$ cat config.mk
export PLATFORM = sky130hd
export DESIGN_NAME = imm_gen_pipe_flat
export DESIGN_NICKNAME = d
export VERILOG_FILES = /design/src/rtl/imm_gen_pipe_if.sv /design/src/rtl/imm_gen_pipe.sv /design/src/flat_wrapper.sv
export SDC_FILE = /design/constraint.sdc
export NUM_CORES = 1
export LEC_CHECK = 0
export ABC_AREA = 1
export CAP_MARGIN = 0
export CORE_MARGIN = 8
export CORE_UTILIZATION = 40
export CTS_CLUSTER_DIAMETER = 40
export CTS_CLUSTER_SIZE = 14
export DETAILED_ROUTE_END_ITERATION = 8
export GPL_TIMING_DRIVEN = 0
export SLEW_MARGIN = 20
export SYNTH_ARGS = -nofsm -noshare
export SYNTH_HDL_FRONTEND = slang
export SYNTH_SLANG_ARGS = --single-unit
$ cat constraint.sdc
create_clock -name i_clk -period 21.3 [get_ports i_clk]
set_clock_uncertainty 0.05 [all_clocks]
set_input_delay 4.26 -clock i_clk [delete_from_list [all_inputs] [get_ports i_clk]]
set_output_delay 4.26 -clock i_clk [all_outputs]
set_load 0.005 [all_outputs]
$ cat src/rtl/imm_gen_pipe_if.sv
// rtl/imm_gen_pipe_if.sv - valid/ready instruction and result bus of the immediate generator
interface imm_gen_pipe_if #(
   parameter int DATA_W = 64,
   parameter int CNT_W  = 16
);
   logic              i_valid;
   logic              o_ready;
   logic [31:0]       i_inst;
   logic [DATA_W-1:0] i_pc;
   logic              o_valid;
   logic              i_ready;
   logic [DATA_W-1:0] o_imm;
   logic [DATA_W-1:0] o_target;
   logic [2:0]        o_fmt;
   logic              i_cnt_clr;
   logic [CNT_W-1:0]  o_illegal_cnt;

   // generator side: consumes instructions, produces decoded beats
   modport slave (
      input  i_valid, i_inst, i_pc, i_ready, i_cnt_clr,
      output o_ready, o_valid, o_imm, o_target, o_fmt, o_illegal_cnt
   );

   // fetch/execute side: drives instructions, takes decoded beats
   modport master (
      output i_valid, i_inst, i_pc, i_ready, i_cnt_clr,
      input  o_ready, o_valid, o_imm, o_target, o_fmt, o_illegal_cnt
   );
endinterface

$ cat src/rtl/imm_gen_pipe.sv
// rtl/imm_gen_pipe.sv - pipelined RV64I immediate generator with two-entry output buffer
module imm_gen_pipe #(
   parameter int DATA_W   = 64,
   parameter int SIGN_EXT = 1,
   parameter int CNT_W    = 16
) (
   input  logic          i_clk,
   input  logic          i_rst,
   imm_gen_pipe_if.slave bus
);
   localparam logic [2:0] FMT_R     = 3'd0;
   localparam logic [2:0] FMT_I     = 3'd1;
   localparam logic [2:0] FMT_S     = 3'd2;
   localparam logic [2:0] FMT_B     = 3'd3;
   localparam logic [2:0] FMT_U     = 3'd4;
   localparam logic [2:0] FMT_J     = 3'd5;
   localparam logic [2:0] FMT_SHAMT = 3'd6;
   localparam logic [2:0] FMT_ILL   = 3'd7;

   logic [31:0]       inst;
   logic [6:0]        opcode;
   logic [2:0]        funct3;
   logic              is_shift;
   logic              fill;
   logic [63:0]       dec_wide;
   logic [2:0]        dec_fmt;
   logic [DATA_W-1:0] dec_imm;
   logic [DATA_W-1:0] dec_target;

   logic              out_valid;
   logic [DATA_W-1:0] out_imm;
   logic [DATA_W-1:0] out_target;
   logic [2:0]        out_fmt;
   logic              skid_valid;
   logic [DATA_W-1:0] skid_imm;
   logic [DATA_W-1:0] skid_target;
   logic [2:0]        skid_fmt;
   logic [CNT_W-1:0]  illegal_cnt;

   logic              accept;
   logic              drain;

   assign inst     = bus.i_inst;
   assign opcode   = inst[6:0];
   assign funct3   = inst[14:12];
   assign is_shift = (funct3 == 3'b001) || (funct3 == 3'b101);

   // every non-shift format takes its sign from inst[31]; zero-extension forces the fill low
   assign fill = (SIGN_EXT != 0) && inst[31];

   // opcode decode: build the immediate at full 64-bit width, then trim to DATA_W
   always_comb begin
      dec_wide = 64'd0;
      dec_fmt  = FMT_ILL;
      case (opcode)
         7'b0000011, 7'b1100111: begin
            dec_fmt  = FMT_I;
            dec_wide = {{52{fill}}, inst[31:20]};
         end
         7'b0010011: begin
            if (is_shift) begin
               dec_fmt  = FMT_SHAMT;
               dec_wide = {58'd0, inst[25:20]};
            end else begin
               dec_fmt  = FMT_I;
               dec_wide = {{52{fill}}, inst[31:20]};
            end
         end
         7'b0011011: begin
            // word shifts carry a 5-bit shamt; bit 25 belongs to funct7 here
            if (is_shift) begin
               dec_fmt  = FMT_SHAMT;
               dec_wide = {59'd0, inst[24:20]};
            end else begin
               dec_fmt  = FMT_I;
               dec_wide = {{52{fill}}, inst[31:20]};
            end
         end
         7'b0100011: begin
            dec_fmt  = FMT_S;
            dec_wide = {{52{fill}}, inst[31:25], inst[11:7]};
         end
         7'b1100011: begin
            dec_fmt  = FMT_B;
            dec_wide = {{51{fill}}, inst[31], inst[7], inst[30:25], inst[11:8], 1'b0};
         end
         7'b0110111, 7'b0010111: begin
            dec_fmt  = FMT_U;
            dec_wide = {{32{fill}}, inst[31:12], 12'd0};
         end
         7'b1101111: begin
            dec_fmt  = FMT_J;
            dec_wide = {{43{fill}}, inst[31], inst[19:12], inst[20], inst[30:21], 1'b0};
         end
         7'b0110011, 7'b0111011: begin
            dec_fmt  = FMT_R;
            dec_wide = 64'd0;
         end
         default: begin
            dec_fmt  = FMT_ILL;
            dec_wide = 64'd0;
         end
      endcase
   end

   // with DATA_W=32 the low word of the U immediate is the unextended value
   assign dec_imm    = dec_wide[DATA_W-1:0];
   assign dec_target = bus.i_pc + dec_imm;

   // o_ready depends only on the skid flop, so i_ready never reaches it combinationally
   assign accept = bus.i_valid && !skid_valid;
   assign drain  = out_valid && bus.i_ready;

   // two-entry buffer: OUT feeds the consumer, SKID absorbs one beat of back-pressure
   always_ff @(posedge i_clk or posedge i_rst) begin
      if (i_rst) begin
         out_valid   <= 1'b0;
         out_imm     <= '0;
         out_target  <= '0;
         out_fmt     <= FMT_R;
         skid_valid  <= 1'b0;
         skid_imm    <= '0;
         skid_target <= '0;
         skid_fmt    <= FMT_R;
      end else if (drain) begin
         if (skid_valid) begin
            out_imm    <= skid_imm;
            out_target <= skid_target;
            out_fmt    <= skid_fmt;
            skid_valid <= 1'b0;
         end else if (accept) begin
            out_imm    <= dec_imm;
            out_target <= dec_target;
            out_fmt    <= dec_fmt;
         end else begin
            out_valid  <= 1'b0;
         end
      end else if (accept) begin
         if (!out_valid) begin
            out_valid  <= 1'b1;
            out_imm    <= dec_imm;
            out_target <= dec_target;
            out_fmt    <= dec_fmt;
         end else begin
            skid_valid  <= 1'b1;
            skid_imm    <= dec_imm;
            skid_target <= dec_target;
            skid_fmt    <= dec_fmt;
         end
      end
   end

   // saturating count of accepted illegal opcodes; clear wins over a same-cycle increment
   always_ff @(posedge i_clk or posedge i_rst) begin
      if (i_rst) begin
         illegal_cnt <= '0;
      end else if (bus.i_cnt_clr) begin
         illegal_cnt <= '0;
      end else if (accept && (dec_fmt == FMT_ILL) && (illegal_cnt != {CNT_W{1'b1}})) begin
         illegal_cnt <= illegal_cnt + 1'b1;
      end
   end

   assign bus.o_ready       = !skid_valid;
   assign bus.o_valid       = out_valid;
   assign bus.o_imm         = out_imm;
   assign bus.o_target      = out_target;
   assign bus.o_fmt         = out_fmt;
   assign bus.o_illegal_cnt = illegal_cnt;
endmodule

$ cat src/flat_wrapper.sv
// flat-port wrapper written by rule: the top's interface ports become plain ports
module imm_gen_pipe_flat 
#(
   parameter int DATA_W   = 64,
   parameter int SIGN_EXT = 1,
   parameter int CNT_W    = 16
)
  (i_clk, i_rst, bus_i_valid, bus_i_inst, bus_i_pc, bus_i_ready, bus_i_cnt_clr, bus_o_ready, bus_o_valid, bus_o_imm, bus_o_target, bus_o_fmt, bus_o_illegal_cnt);
  imm_gen_pipe_if #(.DATA_W(DATA_W), .CNT_W(CNT_W)) bus_i ();
  input  logic i_clk;
  input  logic i_rst;
  input wire logic [$bits(bus_i.i_valid)-1:0] bus_i_valid;
  input wire logic [$bits(bus_i.i_inst)-1:0] bus_i_inst;
  input wire logic [$bits(bus_i.i_pc)-1:0] bus_i_pc;
  input wire logic [$bits(bus_i.i_ready)-1:0] bus_i_ready;
  input wire logic [$bits(bus_i.i_cnt_clr)-1:0] bus_i_cnt_clr;
  output wire logic [$bits(bus_i.o_ready)-1:0] bus_o_ready;
  output wire logic [$bits(bus_i.o_valid)-1:0] bus_o_valid;
  output wire logic [$bits(bus_i.o_imm)-1:0] bus_o_imm;
  output wire logic [$bits(bus_i.o_target)-1:0] bus_o_target;
  output wire logic [$bits(bus_i.o_fmt)-1:0] bus_o_fmt;
  output wire logic [$bits(bus_i.o_illegal_cnt)-1:0] bus_o_illegal_cnt;
  assign bus_i.i_valid = bus_i_valid;
  assign bus_i.i_inst = bus_i_inst;
  assign bus_i.i_pc = bus_i_pc;
  assign bus_i.i_ready = bus_i_ready;
  assign bus_i.i_cnt_clr = bus_i_cnt_clr;
  assign bus_o_ready = bus_i.o_ready;
  assign bus_o_valid = bus_i.o_valid;
  assign bus_o_imm = bus_i.o_imm;
  assign bus_o_target = bus_i.o_target;
  assign bus_o_fmt = bus_i.o_fmt;
  assign bus_o_illegal_cnt = bus_i.o_illegal_cnt;
  imm_gen_pipe #(.DATA_W(DATA_W), .SIGN_EXT(SIGN_EXT), .CNT_W(CNT_W)) u_core (.i_clk(i_clk), .i_rst(i_rst), .bus(bus_i));
endmodule
==> results of run 1 <==
cells in the mapped netlist (15+ instances only):
cell and number:
nand2_2 15, nand3_1 87, dfrtp_1 216, buf_4 35, nand2_1 664, a31oi_1 28
nand4_1 26, nor2_1 172, o211ai_1 20, o41ai_1 29, a21oi_1 119, xnor2_1 21
nor3_1 18, clkbuf_1 59, inv_1 232, o21ai_0 192, xor2_1 22, ha_1 32
nand3b_1 17
stage by stage:
stage               hold WS, ps  cell area (µm²)  power [µW]  cells  util (%)
global placement            405            17500        1400   2813      49.1
global route                446            18800        2140   2885      52.9
CTS                         425            18800        2030   2885      52.9
floorplan                   392            14400         996   2104         -
detailed placement          410            17500        1410   2815      49.3
finish                      424            18800        2010   2885      52.9
report_power, final:
part           total (µW)  switching, µW  internal, µW
Combinational         744            377           368
Sequential            658           89.8           568
Clock                 610            233           378
Total                2010            699          1310
layout make-up:
type                            instances  area, µm²  share of cell area (%)
Buffer                                113        614                    3.27
Inverter                              247        935                    4.97
Multi-Input combinational cell       1528       7460                    39.7
Clock buffer                           42        976                    5.19
Tap cell                              461        577                    3.07
Timing Repair Buffer                  250       2540                    13.5
Clock inverter                         28        302                    1.60
Sequential cell                       216       5410                    28.7
routing by layer:
layer | global-route usage [%] | up-vias
met5 | 0 | -
met4 | 7.07 | 0
met3 | 5.53 | 73
met2 | 39.5 | 553
met1 | 37.7 | 7165
li1 | - | 7412
worst register-to-register path: cells and delay by family (launching register included):
family | cells | cell delay [ps]
AO/OA/AOI/OAI | 3 | 1210
flip-flops | 1 | 400
buffers and inverters | 4 | 1130
AND/OR/NAND/NOR | 3 | 710
worst max path at each step:
stage / from / to / slack [ps]
after global placement: i_rst / u_core.bus.o_target[51] / 8010
after CTS: bus_i_inst[4] / u_core.bus.o_target[58] / 12840
final: bus_i_inst[4] / u_core.bus.o_target[42] / 12690
after global routing: bus_i_inst[5] / u_core.bus.o_target[39] / 12360
after floorplan: i_rst / u_core.bus.o_fmt[0] / 11080
after detailed placement: bus_i_inst[4] / u_core.bus.o_target[58] / 12290
cells in the final DEF, fill, tap and decap left out, types with 3 or more instances in the layout:
cell             synthesis  final
nand2_1                664    664
clkdlybuf4s50_1          0    248
inv_1                  232    231
dfrtp_1                216    216
o21ai_0                192    192
nor2_1                 172    172
a21oi_1                119    119
nand3_1                 87     87
clkbuf_1                59     62
clkbuf_16                0     38
buf_4                   35     35
ha_1                    32     32
o41ai_1                 29     29
a31oi_1                 28     28
nand4_1                 26     26
xor2_1                  22     22
xnor2_1                 21     21
o211ai_1                20     20
nor3_1                  18     18
nand3b_1                17     17
nand2_2                 15     15
inv_2                   14     14
nor2_2                  14     14
o21ai_1                 13     13
o21a_1                  10     10
inv_6                    0      8
buf_6                    7      7
buf_1                    7      7
clkinv_2                 0      6
buf_2                    5      5
a21o_1                   5      5
o21bai_1                 5      5
inv_8                    0      5
clkinv_4                 0      4
xor2_2                   3      3
bufinv_16                0      3
state kept, by name, indices dropped and copies added (netlist names):
register	flops
u_core.skid_valid	1
u_core.skid_fmt	3
u_core.bus.o_target	64
u_core.skid_imm	32
u_core.skid_target	64
u_core.bus.o_fmt	3
u_core.bus.o_illegal_cnt	16
u_core.bus.o_valid	1
u_core.bus.o_imm	32
cell families (layout without fill, tap and decap cells):
logic type	count (synthesis)	count (layout)	synth area share [%]
XOR/XNOR	46	46	2.95
flip-flops	216	216	37.5
AND/OR/NAND/NOR	1022	1022	29.3
AO/OA/AOI/OAI	427	427	16.7
adder cells (fa/ha/maj)	33	33	2.92
buffers and inverters	360	680	10.7
==> metrics.yaml, run 1 <==
sta:
  setup_viol: 0
  fmax_ghz: 0.116
  finalHoldViolCount: 0
  worst_pin_slew_ps: 965
  rsz0062_at_grt: "false"
  timing.final.max_slew_violations: 0
  slew_headroom_pct: 35.2
  layout_min_cycle_time_ps: 8610
  fin_crit_sh_pct: 40.4
  fin_ws_ps: 12690
  setup_tns_ps: 0
logic_synthesis:
  synth_edf_count: 0
  synthTopCellsByArea: "dfrtp_1, nand2_1, o21ai_0"
  yosys.cell_types.count: 43
  synth_top_cell_by_area: "dfrtp_1"
  avgSynthCellArea_um2: 6.85
  synth_ff_type: "dfrtp_1"
  synth.yosys.seq_area_share_pct: 37.5
  syn_inst: 2104
  synthArstFlopShare_pct: 100
  syn_nets: 2238
  ys_warn_count: 0
  synth-seq-cells: 216
  syn_area_um2: 14400
  synth_top_area_share_pct: 37.5
clock_network:
  post_cts_resized: 0
  clock_sink_count: 216
  ctsHoldBuffers: 0
  clock_latency_ps: 540
  htree_levels: 2
  cts_tree: "done"
  clkTransAtPathRegs_ps: 60
  post-cts-setup-buffers: 0
  clockBufferDepth: 3
  clock-root-buffer: "clkbuf_16"
  cts_buffers: 38
global_route:
  grt-ovfl-total: 0
  grt_pass1_wl_um: 85900
  grt_start_max_net_pins: 96
  grt_use_total_pct: 26.3
  grt_antenna_before_repair: 0
  first_global_vias: 14818
setup_path:
  r2r_slack_ps: 17740
  path_depth: 26
  path_class: "input port to flop"
  crit_arrival_ps: 9000
  cp-start-kind: "input port"
  r2r-start: "u_core.bus.o_valid"
  critPathBufInv: 6
  worstPathRequired_ps: 21690
  cp-end-kind: "flop"
  worstRegToRegCells: 10
  path_common_cell: "nand2_1"
  cp_max_fo: 10
  critPathSlowestCell: "clkdlybuf4s50_1"
  regToRegEndpoint: "u_core.bus.o_target[35]"
  critPathTopFamily: "simple AND/OR/NAND/NOR gates"
  max_stage_delay_ps: 510
hold_path:
  min_to: "u_core.skid_target[0]"
  min_from: "u_core.skid_target[0]"
  hold_depth: 2
  min_path_type: "flop to flop"
floorplanning:
  dieArea_um2: 42400
  die_h_um: 206
  start_util_pct: 40.5
  die-width_um: 206
  io-pin-count: 250
  core_um2: 35600
  row_count: 69
placed_design:
  dpl.hpwl_um: 46300
  portBuffers: 248
  place_ws_ps: 12290
  place_congestion: 0.939
drt:
  wl_met1_um: 26300
  routed.top_layer: "met4"
  met3_length_um: 4990
  wire_per_inst_um: 19.6
  num_vias: 15203
  wl_um: 56400
  drtIter0Drc: 1277
  met2WireLength_um: 23900
  drc: 0
  avgViaCountPerCell: 5.27
  drt_pass1_iterations: 5
  detail-route-antenna-nets: 0
power:
  max-vdd-ir-drop_mv: 0.0742
  powerDensity_nw_per_um2: 107
  p_leak_uw: 0.00935
finish:
  fill_cells: 3543
  n_antenna_cell: 0
  nets: 2528
  syn_to_final_growth_pct: 30.5
  drive_gt1_share_pct: 7.05
job:
  cap_violations: 0
run_status:
  status: "complete, no violations"
No activity file was read; power rests on OpenSTA's default activity.
==> run 2, diff against run 1 <==
Clock period 21.3 ns to 8.5 ns, I/O delays scaled along.
==> results of run 2 <==
The final DEF is identical to that of run 1. Status: complete, no violations.
Main changes from that run: setup slack after placement 12290 ps -> 2050 ps; setup slack after layout 12690 ps -> 2450 ps; register-to-register setup slack 17740 ps -> 4940 ps; total power 2010 µW -> 5040 µW; worst IR drop on VDD 0.0742 mV -> 0.186 mV
